--- src/rtl/rtc_disp_ctrl_pkg.sv ---
// Shared types, constants and frame helpers for the RTC display controller.
// The controller walks six 7-segment digits, each digit packed as one byte of a 48-bit frame.
package rtc_disp_pkg;

  typedef enum logic [1:0] {
    LIVE     = 2'd0,
    LAP_HOLD = 2'd1,
    EDIT     = 2'd2
  } disp_mode_e;

  localparam int         NUM_DIGITS = 6;
  localparam int         SEG_W      = 8;
  localparam int         FRAME_W    = NUM_DIGITS * SEG_W;
  localparam logic [7:0] SEG_BLANK  = 8'hFF;

  function automatic logic [7:0] digit_onehot(input logic [2:0] idx);
    logic [7:0] oh;
    oh = 8'h00;
    if (idx < 3'd6) begin
      oh[idx] = 1'b1;
    end else begin
      oh = 8'h00;
    end
    return oh;
  endfunction

  function automatic logic [7:0] frame_digit(input logic [47:0] frame, input logic [2:0] idx);
    logic [7:0] seg;
    if (idx < 3'd6) begin
      seg = frame[{idx, 3'b000} +: SEG_W];
    end else begin
      seg = SEG_BLANK;
    end
    return seg;
  endfunction

endpackage

--- src/rtl/rtc_disp_ctrl_if.sv ---
// Lap snapshot request/acknowledge channel between the stopwatch core and the display controller.
// Signal names are from the controller's point of view.
interface rtc_disp_ctrl_if;
  logic [47:0] i_lap_segs;
  logic        i_lap_req;
  logic        i_lap_clr;
  logic        o_lap_ack;

  modport master (output i_lap_segs, output i_lap_req, output i_lap_clr, input o_lap_ack);
  modport slave  (input i_lap_segs, input i_lap_req, input i_lap_clr, output o_lap_ack);
endinterface

--- src/rtl/rtc_tick_gen.sv ---
// Generic prescaler: counts 0..DIV-1 while enabled and flags the terminal-count cycle.
// clr restarts the period.
module rtc_tick_gen #(
  parameter int DIV = 10
) (
  input  logic clk,
  input  logic rst_n,
  input  logic en,
  input  logic clr,
  output logic tick
);

  localparam int            CW   = (DIV > 1) ? $clog2(DIV) : 1;
  localparam logic [CW-1:0] TERM = CW'(DIV - 1);

  logic [CW-1:0] cnt_q;
  logic [CW-1:0] cnt_d;

  // next count: clear wins, otherwise wrap at terminal count
  always_comb begin
    cnt_d = cnt_q;
    if (clr) begin
      cnt_d = '0;
    end else if (en) begin
      if (cnt_q == TERM) begin
        cnt_d = '0;
      end else begin
        cnt_d = cnt_q + CW'(1);
      end
    end else begin
      cnt_d = cnt_q;
    end
  end

  // counter register with synchronous active-low reset
  always_ff @(posedge clk) begin
    if (!rst_n) begin
      cnt_q <= '0;
    end else begin
      cnt_q <= cnt_d;
    end
  end

  assign tick = en && !clr && (cnt_q == TERM);

endmodule

--- src/rtl/rtc_disp_ctrl.sv ---
// Display scheduler for the 6-digit scan path: picks live or lap frame, scans digits every
// CLK_HZ/SCAN_HZ cycles and blinks the edited digit. All outputs come straight from flops.
module rtc_disp_ctrl
  import rtc_disp_pkg::*;
#(
  parameter int CLK_HZ      = 100_000_000,
  parameter int SCAN_HZ     = 1_000,
  parameter int BLINK_HZ    = 2,
  parameter int LAP_HOLD_MS = 3_000
) (
  input  logic                  i_sys_clk,
  input  logic                  i_reset_n,
  input  logic [47:0]           i_live_segs,
  rtc_disp_ctrl_if.slave        lap,
  input  logic                  i_edit_en,
  input  logic [2:0]            i_edit_digit,
  output logic                  o_scan_tick,
  output logic [1:0]            o_mode,
  output logic [7:0]            o_segments,
  output logic [7:0]            o_digits
);

  localparam int SCAN_DIV   = CLK_HZ / SCAN_HZ;
  localparam int BLINK_DIV  = CLK_HZ / (2 * BLINK_HZ);
  localparam int HOLD_TICKS = (LAP_HOLD_MS * SCAN_HZ) / 1000;
  localparam int HW         = $clog2(HOLD_TICKS + 1);

  disp_mode_e   mode_q,     mode_d;
  logic [2:0]   idx_q,      idx_d;
  logic [HW-1:0] hold_q,    hold_d;
  logic [47:0]  snap_q,     snap_d;
  logic         blink_on_q, blink_on_d;
  logic         ack_q,      ack_d;
  logic         tick_q,     tick_d;
  logic [7:0]   seg_q,      seg_d;
  logic [7:0]   dig_q,      dig_d;

  logic         scan_tick;
  logic         blink_tick;
  logic         blink_clr;
  logic         blink_en;
  logic [47:0]  src_frame;

  assign blink_clr = i_edit_en && (mode_q != EDIT);
  assign blink_en  = (mode_q == EDIT);

  rtc_tick_gen #(.DIV(SCAN_DIV)) u_scan_tick (
    .clk   (i_sys_clk),
    .rst_n (i_reset_n),
    .en    (1'b1),
    .clr   (1'b0),
    .tick  (scan_tick)
  );

  rtc_tick_gen #(.DIV(BLINK_DIV)) u_blink_tick (
    .clk   (i_sys_clk),
    .rst_n (i_reset_n),
    .en    (blink_en),
    .clr   (blink_clr),
    .tick  (blink_tick)
  );

  // mode transitions, hold timer, snapshot capture and blink phase
  always_comb begin
    mode_d     = mode_q;
    hold_d     = hold_q;
    snap_d     = snap_q;
    blink_on_d = blink_on_q;
    ack_d      = 1'b0;
    if (i_edit_en) begin
      mode_d = EDIT;
      if (mode_q != EDIT) begin
        blink_on_d = 1'b1;
      end else if (blink_tick) begin
        blink_on_d = ~blink_on_q;
      end else begin
        blink_on_d = blink_on_q;
      end
    end else begin
      case (mode_q)
        LIVE: begin
          if (lap.i_lap_req) begin
            mode_d = LAP_HOLD;
            snap_d = lap.i_lap_segs;
            hold_d = HW'(HOLD_TICKS);
            ack_d  = 1'b1;
          end else begin
            mode_d = LIVE;
          end
        end
        LAP_HOLD: begin
          // a fresh request restarts the hold even if a clear arrives with it
          if (lap.i_lap_req) begin
            snap_d = lap.i_lap_segs;
            hold_d = HW'(HOLD_TICKS);
            ack_d  = 1'b1;
          end else if (lap.i_lap_clr) begin
            mode_d = LIVE;
          end else if (scan_tick) begin
            if (hold_q <= HW'(1)) begin
              mode_d = LIVE;
              hold_d = '0;
            end else begin
              hold_d = hold_q - HW'(1);
            end
          end else begin
            mode_d = LAP_HOLD;
          end
        end
        EDIT: begin
          mode_d = LIVE;
        end
        default: begin
          mode_d = LIVE;
        end
      endcase
    end
  end

  // scan index and the registered digit/segment outputs
  always_comb begin
    idx_d = idx_q;
    if (scan_tick) begin
      if (idx_q == 3'd5) begin
        idx_d = 3'd0;
      end else begin
        idx_d = idx_q + 3'd1;
      end
    end else begin
      idx_d = idx_q;
    end

    if (mode_q == LAP_HOLD) begin
      src_frame = snap_q;
    end else begin
      src_frame = i_live_segs;
    end

    seg_d = frame_digit(src_frame, idx_q);
    if ((mode_q == EDIT) && !blink_on_q && (i_edit_digit == idx_q)) begin
      seg_d = SEG_BLANK;
    end else begin
      seg_d = frame_digit(src_frame, idx_q);
    end
    dig_d  = digit_onehot(idx_q);
    tick_d = scan_tick;
  end

  // state and output registers, synchronous active-low reset
  always_ff @(posedge i_sys_clk) begin
    if (!i_reset_n) begin
      mode_q     <= LIVE;
      idx_q      <= 3'd0;
      hold_q     <= '0;
      snap_q     <= 48'h0;
      blink_on_q <= 1'b1;
      ack_q      <= 1'b0;
      tick_q     <= 1'b0;
      seg_q      <= 8'h00;
      dig_q      <= 8'h00;
    end else begin
      mode_q     <= mode_d;
      idx_q      <= idx_d;
      hold_q     <= hold_d;
      snap_q     <= snap_d;
      blink_on_q <= blink_on_d;
      ack_q      <= ack_d;
      tick_q     <= tick_d;
      seg_q      <= seg_d;
      dig_q      <= dig_d;
    end
  end

  assign lap.o_lap_ack = ack_q;
  assign o_scan_tick   = tick_q;
  assign o_mode        = mode_q;
  assign o_segments    = seg_q;
  assign o_digits      = dig_q;

endmodule
--- src/flat_wrapper.sv ---
// flat-port wrapper written by rule: the top's interface ports become plain ports
module rtc_disp_ctrl_flat import rtc_disp_pkg::*;
#(
  parameter int CLK_HZ      = 100_000_000,
  parameter int SCAN_HZ     = 1_000,
  parameter int BLINK_HZ    = 2,
  parameter int LAP_HOLD_MS = 3_000
)
  (i_sys_clk, i_reset_n, i_live_segs, i_edit_en, i_edit_digit, o_scan_tick, o_mode, o_segments, o_digits, lap_i_lap_segs, lap_i_lap_req, lap_i_lap_clr, lap_o_lap_ack);
  rtc_disp_ctrl_if lap_i ();
  input  logic i_sys_clk;
  input  logic i_reset_n;
  input  logic [47:0] i_live_segs;
  input  logic i_edit_en;
  input  logic [2:0] i_edit_digit;
  output logic o_scan_tick;
  output logic [1:0] o_mode;
  output logic [7:0] o_segments;
  output logic [7:0] o_digits;
  input wire logic [$bits(lap_i.i_lap_segs)-1:0] lap_i_lap_segs;
  input wire logic [$bits(lap_i.i_lap_req)-1:0] lap_i_lap_req;
  input wire logic [$bits(lap_i.i_lap_clr)-1:0] lap_i_lap_clr;
  output wire logic [$bits(lap_i.o_lap_ack)-1:0] lap_o_lap_ack;
  assign lap_i.i_lap_segs = lap_i_lap_segs;
  assign lap_i.i_lap_req = lap_i_lap_req;
  assign lap_i.i_lap_clr = lap_i_lap_clr;
  assign lap_o_lap_ack = lap_i.o_lap_ack;
  rtc_disp_ctrl #(.CLK_HZ(CLK_HZ), .SCAN_HZ(SCAN_HZ), .BLINK_HZ(BLINK_HZ), .LAP_HOLD_MS(LAP_HOLD_MS)) u_core (.i_sys_clk(i_sys_clk), .i_reset_n(i_reset_n), .i_live_segs(i_live_segs), .lap(lap_i), .i_edit_en(i_edit_en), .i_edit_digit(i_edit_digit), .o_scan_tick(o_scan_tick), .o_mode(o_mode), .o_segments(o_segments), .o_digits(o_digits));
endmodule
--- config.mk ---
export PLATFORM = sky130hd
export DESIGN_NAME = rtc_disp_ctrl_flat
export DESIGN_NICKNAME = d
export VERILOG_FILES = /design/src/rtl/rtc_disp_ctrl_pkg.sv /design/src/rtl/rtc_disp_ctrl_if.sv /design/src/rtl/rtc_tick_gen.sv /design/src/rtl/rtc_disp_ctrl.sv /design/src/flat_wrapper.sv
export SDC_FILE = /design/constraint.sdc
export NUM_CORES = 1
export LEC_CHECK = 0
export ABC_CLOCK_PERIOD_IN_PS = 2300
export CAP_MARGIN = 20
export CORE_MARGIN = 2
export CORE_UTILIZATION = 51
export DETAILED_ROUTE_END_ITERATION = 8
export GPL_ROUTABILITY_DRIVEN = 0
export GPL_TIMING_DRIVEN = 0
export HOLD_SLACK_MARGIN = 0.08
export PLACE_DENSITY_LB_ADDON = 0.12
export RECOVER_POWER = 25
export SLEW_MARGIN = 15
export SYNTH_ARGS = -nofsm -noshare
export SYNTH_HDL_FRONTEND = slang
export SYNTH_SLANG_ARGS = --single-unit
--- constraint.sdc ---
create_clock -name i_sys_clk -period 2.3 [get_ports i_sys_clk]
set_input_delay 0.345 -clock i_sys_clk [delete_from_list [all_inputs] [get_ports i_sys_clk]]
set_output_delay 0.345 -clock i_sys_clk [all_outputs]
set_load 0.01 [all_outputs]
Word level (Yosys, flattened, before mapping):

Index checks and enable logic that the tools add are counted.

* add/sub/neg operators: 4
* magnitude comparators: 4
* equal/unequal tests: 14
* shift operators: 1
* mux-type cells: 23
* bitwise operators: 4
* reductions and logical operators: 22

Operators by type and width (count)
* two-way mux 12 bit: 5
* two-way mux 48 bit: 1
* indexed part select 48 x 7 -> 8 bit: 1
* adder 25 x 1 -> 25 bit, second input constant: 1
* == test 25 bit, second input constant: 1
* two-way mux 25 bit: 1
* case mux 12 bit (2 select lines): 1
* adder 17 x 1 -> 17 bit, second input constant: 1
* == test 17 bit, second input constant: 1
* two-way mux 8 bit: 2
* less-or-equal comparator 12 x 1 -> 1 bit, second input constant: 1
* subtractor 12 x 1 -> 12 bit, second input constant: 1
* two-way mux 2 bit: 5
* AND reduction 2 bit: 4
* OR reduction 2 bit: 4
* logical AND 1 bit: 6
* inequality test 2 bit, second input constant: 3
* inequality test 3 bit, second input constant: 2
* two-way mux 1 bit: 5
* inequality test 5 bit, second input constant: 1
* AND reduction 5 bit: 1
* < comparator 3 x 4 -> 1 bit, second input constant: 1
* inequality test 4 bit, second input constant: 1
* NOT 1 bit: 4
* 16 further kinds: 18

* bits in registers: 126
* input port bits: 104
* output and inout port bits: 20
* word-level logic and storage cells: 84

Depth between registers and ports, before layout:

* word-level depth: 7
* gate-level depth with buffers: 9
* gate-level depth less buffers: 7

Cells and area by module:

A second synthesis with hierarchy kept.

* cells, all modules: 676
* area, all modules: 6118.4 µm²

By module, submodules not included
* rtc_disp_ctrl: instances 1, cells each 444, area an instance 4033.9 µm², sequential area each 1681.6 µm²
* rtc_tick_gen (u_core.u_blink_tick): instances 1, cells each 139, area an instance 1212.4 µm², sequential area each 500.5 µm²
* rtc_tick_gen (u_core.u_scan_tick): instances 1, cells each 93, area an instance 872.1 µm², sequential area each 340.3 µm²

Worst setup path after synthesis:

Ideal clock, no wire load.

* path type: register -> register
* start: register u_core.idx_q[0]
* end: register u_core.seg_q[1], in the netlist u_core.o_segments[1]
* library setup time: 142 ps
* arrival: 1875 ps
* data required time: 2158 ps
* path slack: 283 ps
* cell stages (with the launch flop): 6
* path buffers: 2
* clock period less this slack: 2017 ps
* path through: dfxtp_1 > clkbuf_1 > clkbuf_1 > mux4_2 > o21ai_0 > a21oi_1

* word-level cells in the longest chain between the ends: 3
* elaborated cells between the ends (all ways): 6
* classes of those cells: order compare (1); eq/ne (1); shift (1); mux (2); reduce/logical (1)

Ends and longest elaborated chain
* start: declaration: RTL line rtc_disp_ctrl.sv:29 `logic [2:0] idx_q, idx_d;`
* start signal: assignment: RTL line rtc_disp_ctrl.sv:163 `idx_q <= idx_d;`
* indexed part select 48 x 7 -> 8 bit, or another cell as far along
* two-way mux 8 bit or logical AND 1 bit (tied branches): RTL line rtc_disp_ctrl_pkg.sv:29, rtc_disp_ctrl.sv:140
* two-way mux 8 bit *: RTL line rtc_disp_ctrl.sv:140 `if ((mode_q == EDIT) && !blink_on_q && (i_edit_digit == idx_q)) begin`
* end signal: assignment: RTL line rtc_disp_ctrl.sv:169 `seg_q <= seg_d;`
* end: declaration: RTL line rtc_disp_ctrl.sv:35 `logic [7:0] seg_q, seg_d;`

Every way passes the cells marked *; elsewhere a longest branch is shown, timed or not.
A chain may end at the register's enable or synchronous reset.

Worst setup path in the final report:

* start: register u_core.u_scan_tick.cnt_q[9]
* end: register u_core.hold_q[11]

* word-level cells in the longest chain between the ends: 3

Ends and longest elaborated chain
* start: declaration: RTL line rtc_tick_gen.sv:16 `logic [CW-1:0] cnt_q;`
* start signal: assignment: RTL line rtc_tick_gen.sv:40 `cnt_q <= cnt_d;`
* == test 17 bit: RTL line rtc_tick_gen.sv:44 `assign tick = en && !clr && (cnt_q == TERM);`
* inequality test 3 x 2 -> 1 bit (no line)
* AND reduction 5 bit (no line)
* end signal: assignment: RTL line rtc_disp_ctrl.sv:164 `hold_q <= hold_d;`
* end: declaration: RTL line rtc_disp_ctrl.sv:30 `logic [HW-1:0] hold_q, hold_d;`

No other way between the ends.

==> results.txt <==
Post-synthesis mux area share: 10.95%
Critical path's slowest cell: nor4bb_2
WP depth: 6
Max Cap Viol: 0
First-pass GRT wire length: 25.23 mm
Crit-path cells: nor4bb_2, nand4_1, or3_1, clkbuf_1, o41ai_1, a21oi_1
Tightest Pin Transition: 0.8404 ns
Skew-Pair Late Insertion Delay: 0.42 ns
Starting density of the core: 52.65%
Die width: 110.3 um
CP arrival: 2.54 ns
Final Skew: 0.006760 ns
Mapped Cells: 662
Hold_buf cts: 0
Fin crit period: 2.261 ns
CTS root buffer: clkbuf_16
CP startpoint: u_core.u_scan_tick.cnt_q[9]
Initial antenna violation count: 0
Metal2 WL: 8.104 mm
Area contributors post-synth: dfxtp_1 (44%), mux4_2 (9.4%), nand2_1 (8.0%)
Crit path max-delay family: simple AND/OR/NAND/NOR gates
Pre-CTS setup slack: -0.2225 ns
Yosys top cell by area: dfxtp_1
H-tree depth: 4
Number of flops mapped to enable cells by yosys: 0
Die ar.: 12,160 um2
Final wirelength: 16.18 mm
Top FF cell, synth: dfxtp_1
Top Layer Used: met4
Status: finished, final reports clean
Critical Path RT: 2.58 ns
Nature of the critical path endpoint: register
Yosys top cell area share: 43.81%
Slowest stage delay, CP: 0.43 ns
Netlist Area Pre-Place: 5758 um2
Longest Clk Path Bufs: 2
Area fraction in and, or, nand and nor cells after synthesis: 24.16%
Reg2Reg Depth: 6
Slack of the critical path: 0.03924 ns
Worst Hold Depth: 2
CP bufs+invs: 1
Final-layout fill cell count: 826
ANT cells: 0
Area grow syn2layout: 35.59%
Worst vdd ir: 0.5959 mV
RR Startpoint: u_core.u_scan_tick.cnt_q[9]
DP Wirelength: 11.56 mm
CTS tree: built
I/O Pins: 124
Compound-Gate Fraction of Synth Area: 10.91%
Die height: 110.3 um
Synth Area per Inst: 8.698 um2
Multi-input logic area: 3085 um2
Routed Antenna Nets: 0
Floorplan row count: 38
Largest net degree at the start of global routing: 17
Inserted Clock Buffers: 17
Largest family of logic cells by synthesized area: simple AND/OR/NAND/NOR gates
Layout cells sized above 1: 10.16%
Grt ovf: 0
WL met3: 1.153 mm
Fin. max-slew vios: 0
Total power: 5.403 mW
Final period util: 98.29%
Initial DRC Count: 440
Vias per inst: 5.604
Final hold violation count: 0
Crit Path Max Fanout: 8
Adder-Cell Fraction of Synth Area: 0.8692%
Residual DRC: 0
Register area share after synthesis: 43.81%
IO Port Bufs: 122
Crit path kind: reg -> reg
FFs w/ async S/R, synth: 0%
Power Density: 692.0 nW/um2
Count of cell types in the netlist: 44
Number of synthesized register bits: 126
Number of global-route vias before repair: 5,192
Post-Synth XOR/XNOR Area: 5.628%
Met1 WL: 6.589 mm
Pre-Repair DR Iteration Count: 6
Routed WL per cell: 16.90 um
NumNets Final: 912
CP Launch Type: register
Final setup violation count: 0
GRT Total Usage: 27.76%
FMAX: 442.3 MHz
Slew HR: 43.51%
DR vias: 5,363
CTS clk-pin slew, worst paths: 0.06 ns
Pleak: 2.797 nW
Hold wc startpoint: lap_i_lap_req
Sequential Area: 2522 um2
Clock Sinks: 126
Hold Path Class: in -> reg
Synthesis Warnings: 0
CORE AREA: 10,940 um2
[cells in the final DEF (no fill, tap or decap), types with 3 or more instances in the layout]
master | Yosys | layout
dfxtp_1 | 126 | 126
nand2_1 | 122 | 122
clkdlybuf4s50_1 | 0 | 103
a21oi_1 | 80 | 80
nor2_1 | 60 | 59
clkbuf_1 | 32 | 29
mux4_2 | 24 | 24
nand3_1 | 22 | 22
o21ai_0 | 22 | 21
xnor2_1 | 20 | 20
dlygate4sd3_1 | 0 | 19
xor2_1 | 17 | 17
clkbuf_16 | 0 | 17
nand4_1 | 12 | 12
inv_1 | 11 | 11
and3_1 | 11 | 11
or3_1 | 11 | 11
mux2i_1 | 9 | 9
nor4_1 | 9 | 9
nor3_1 | 10 | 9
clkbuf_8 | 0 | 6
nand2b_1 | 5 | 5
buf_2 | 7 | 5
and2_1 | 5 | 5
clkinv_2 | 0 | 5
buf_4 | 0 | 4
clkbuf_2 | 0 | 4
and4_1 | 5 | 4
o221a_2 | 4 | 4
ha_1 | 4 | 4
or4_1 | 3 | 3
a31oi_1 | 4 | 3
[repair_timing]
item                                    in CTS  in global routing
setup buffers                                1                  2
pin swaps                                    0                  1
gates cloned                                 0                  0
resized for setup                            4                 17
endpoints found under the setup margin      14                 47
[path summary, 6_finish.rpt]
path / slack (ns) / end
max: 0.04 / u_core.hold_q[11]
min: 0.42 / u_core.o_mode[0]
max reg2reg: 0.04 / u_core.hold_q[11]
min reg2reg: 0.45 / u_core.snap_q[21]
[synth_stat cells (all sizes together) (4+ instances only)]
cell    instances
a21oi          80
a31oi           4
and2            5
and3           11
and4            5
buf             9
clkbuf         32
dfxtp         126
ha              4
inv            11
mux2i           9
mux4           24
nand2         122
nand2b          5
nand3          22
nand4          12
nor2           60
nor3           10
nor4           10
o21ai          23
o221a           4
or3            12
xnor2          20
xor2           17
[kinds of logic (layout without fill, tap and decap cells)]
logic type / Yosys count / after routing
and+or+nand+nor: 292 / 292
DFF: 126 / 126
AOI/OAI and AO/OA: 116 / 116
buffers and inverters: 53 / 207
xor gates and xnor gates: 37 / 37
muxes: 33 / 33
adders and majority gates: 4 / 4
other: 1 / 2
[cell type report]
type                       count  area share [%]
timing repair buffer         125           15.93
multi-input combinational    484           39.52
clock inverter                 6          0.7051
sequential                   126           32.31
tap                          140           2.244
inverter                      12          0.5769
clock buffer                  26           6.651
buffer                        38           2.067
[routing by layer]
metal,vias up,track usage [%]
met2,214,46.58
met4,0,11.34
met3,32,7.407
met5,-,0
met1,2514,33.85
li1,2603,-
[flip-flops by register name, indices dropped and copies added, names as in the netlist]
register                   flops
u_core.blink_on_q              1
u_core.hold_q                 12
u_core.idx_q                   3
u_core.lap.o_lap_ack           1
u_core.o_digits                8
u_core.o_mode                  2
u_core.o_scan_tick             1
u_core.o_segments              8
u_core.snap_q                 48
u_core.u_blink_tick.cnt_q     25
u_core.u_scan_tick.cnt_q      17
[per-stage QoR]
stage / instance area [um2] / std cells / hold WS (ns) / setup TNS [ns] / util, %
floorplan: 5762 / 663 / 0.4261 / 0 / -
global placement: 7158 / 925 / 0.4384 / -4.525 / 65.46
detailed placement: 7158 / 925 / 0.4451 / -5.069 / 65.46
CTS: 7749 / 957 / 0.4207 / 0 / 70.86
global route: 7807 / 957 / 0.4687 / -0.07170 / 71.40
finish: 7807 / 957 / 0.4207 / 0 / 71.40
[worst register-to-register path, cell delays in order, from the launching register on]
cell,delay (ns)
dfxtp_1,0.41
nor4bb_2,0.44
nand4_1,0.30
or3_1,0.38
clkbuf_1,0.21
o41ai_1,0.29
a21oi_1,0.11
[where the power goes]
part | leakage, nW | switching, mW | total (mW) | internal (mW)
registers | 1.03 | 0.0398 | 2.29 | 2.25
logic | 1.48 | 0.246 | 0.544 | 0.299
clock network | 0.290 | 0.922 | 2.57 | 1.65
No activity file was read; power rests on OpenSTA's default activity.
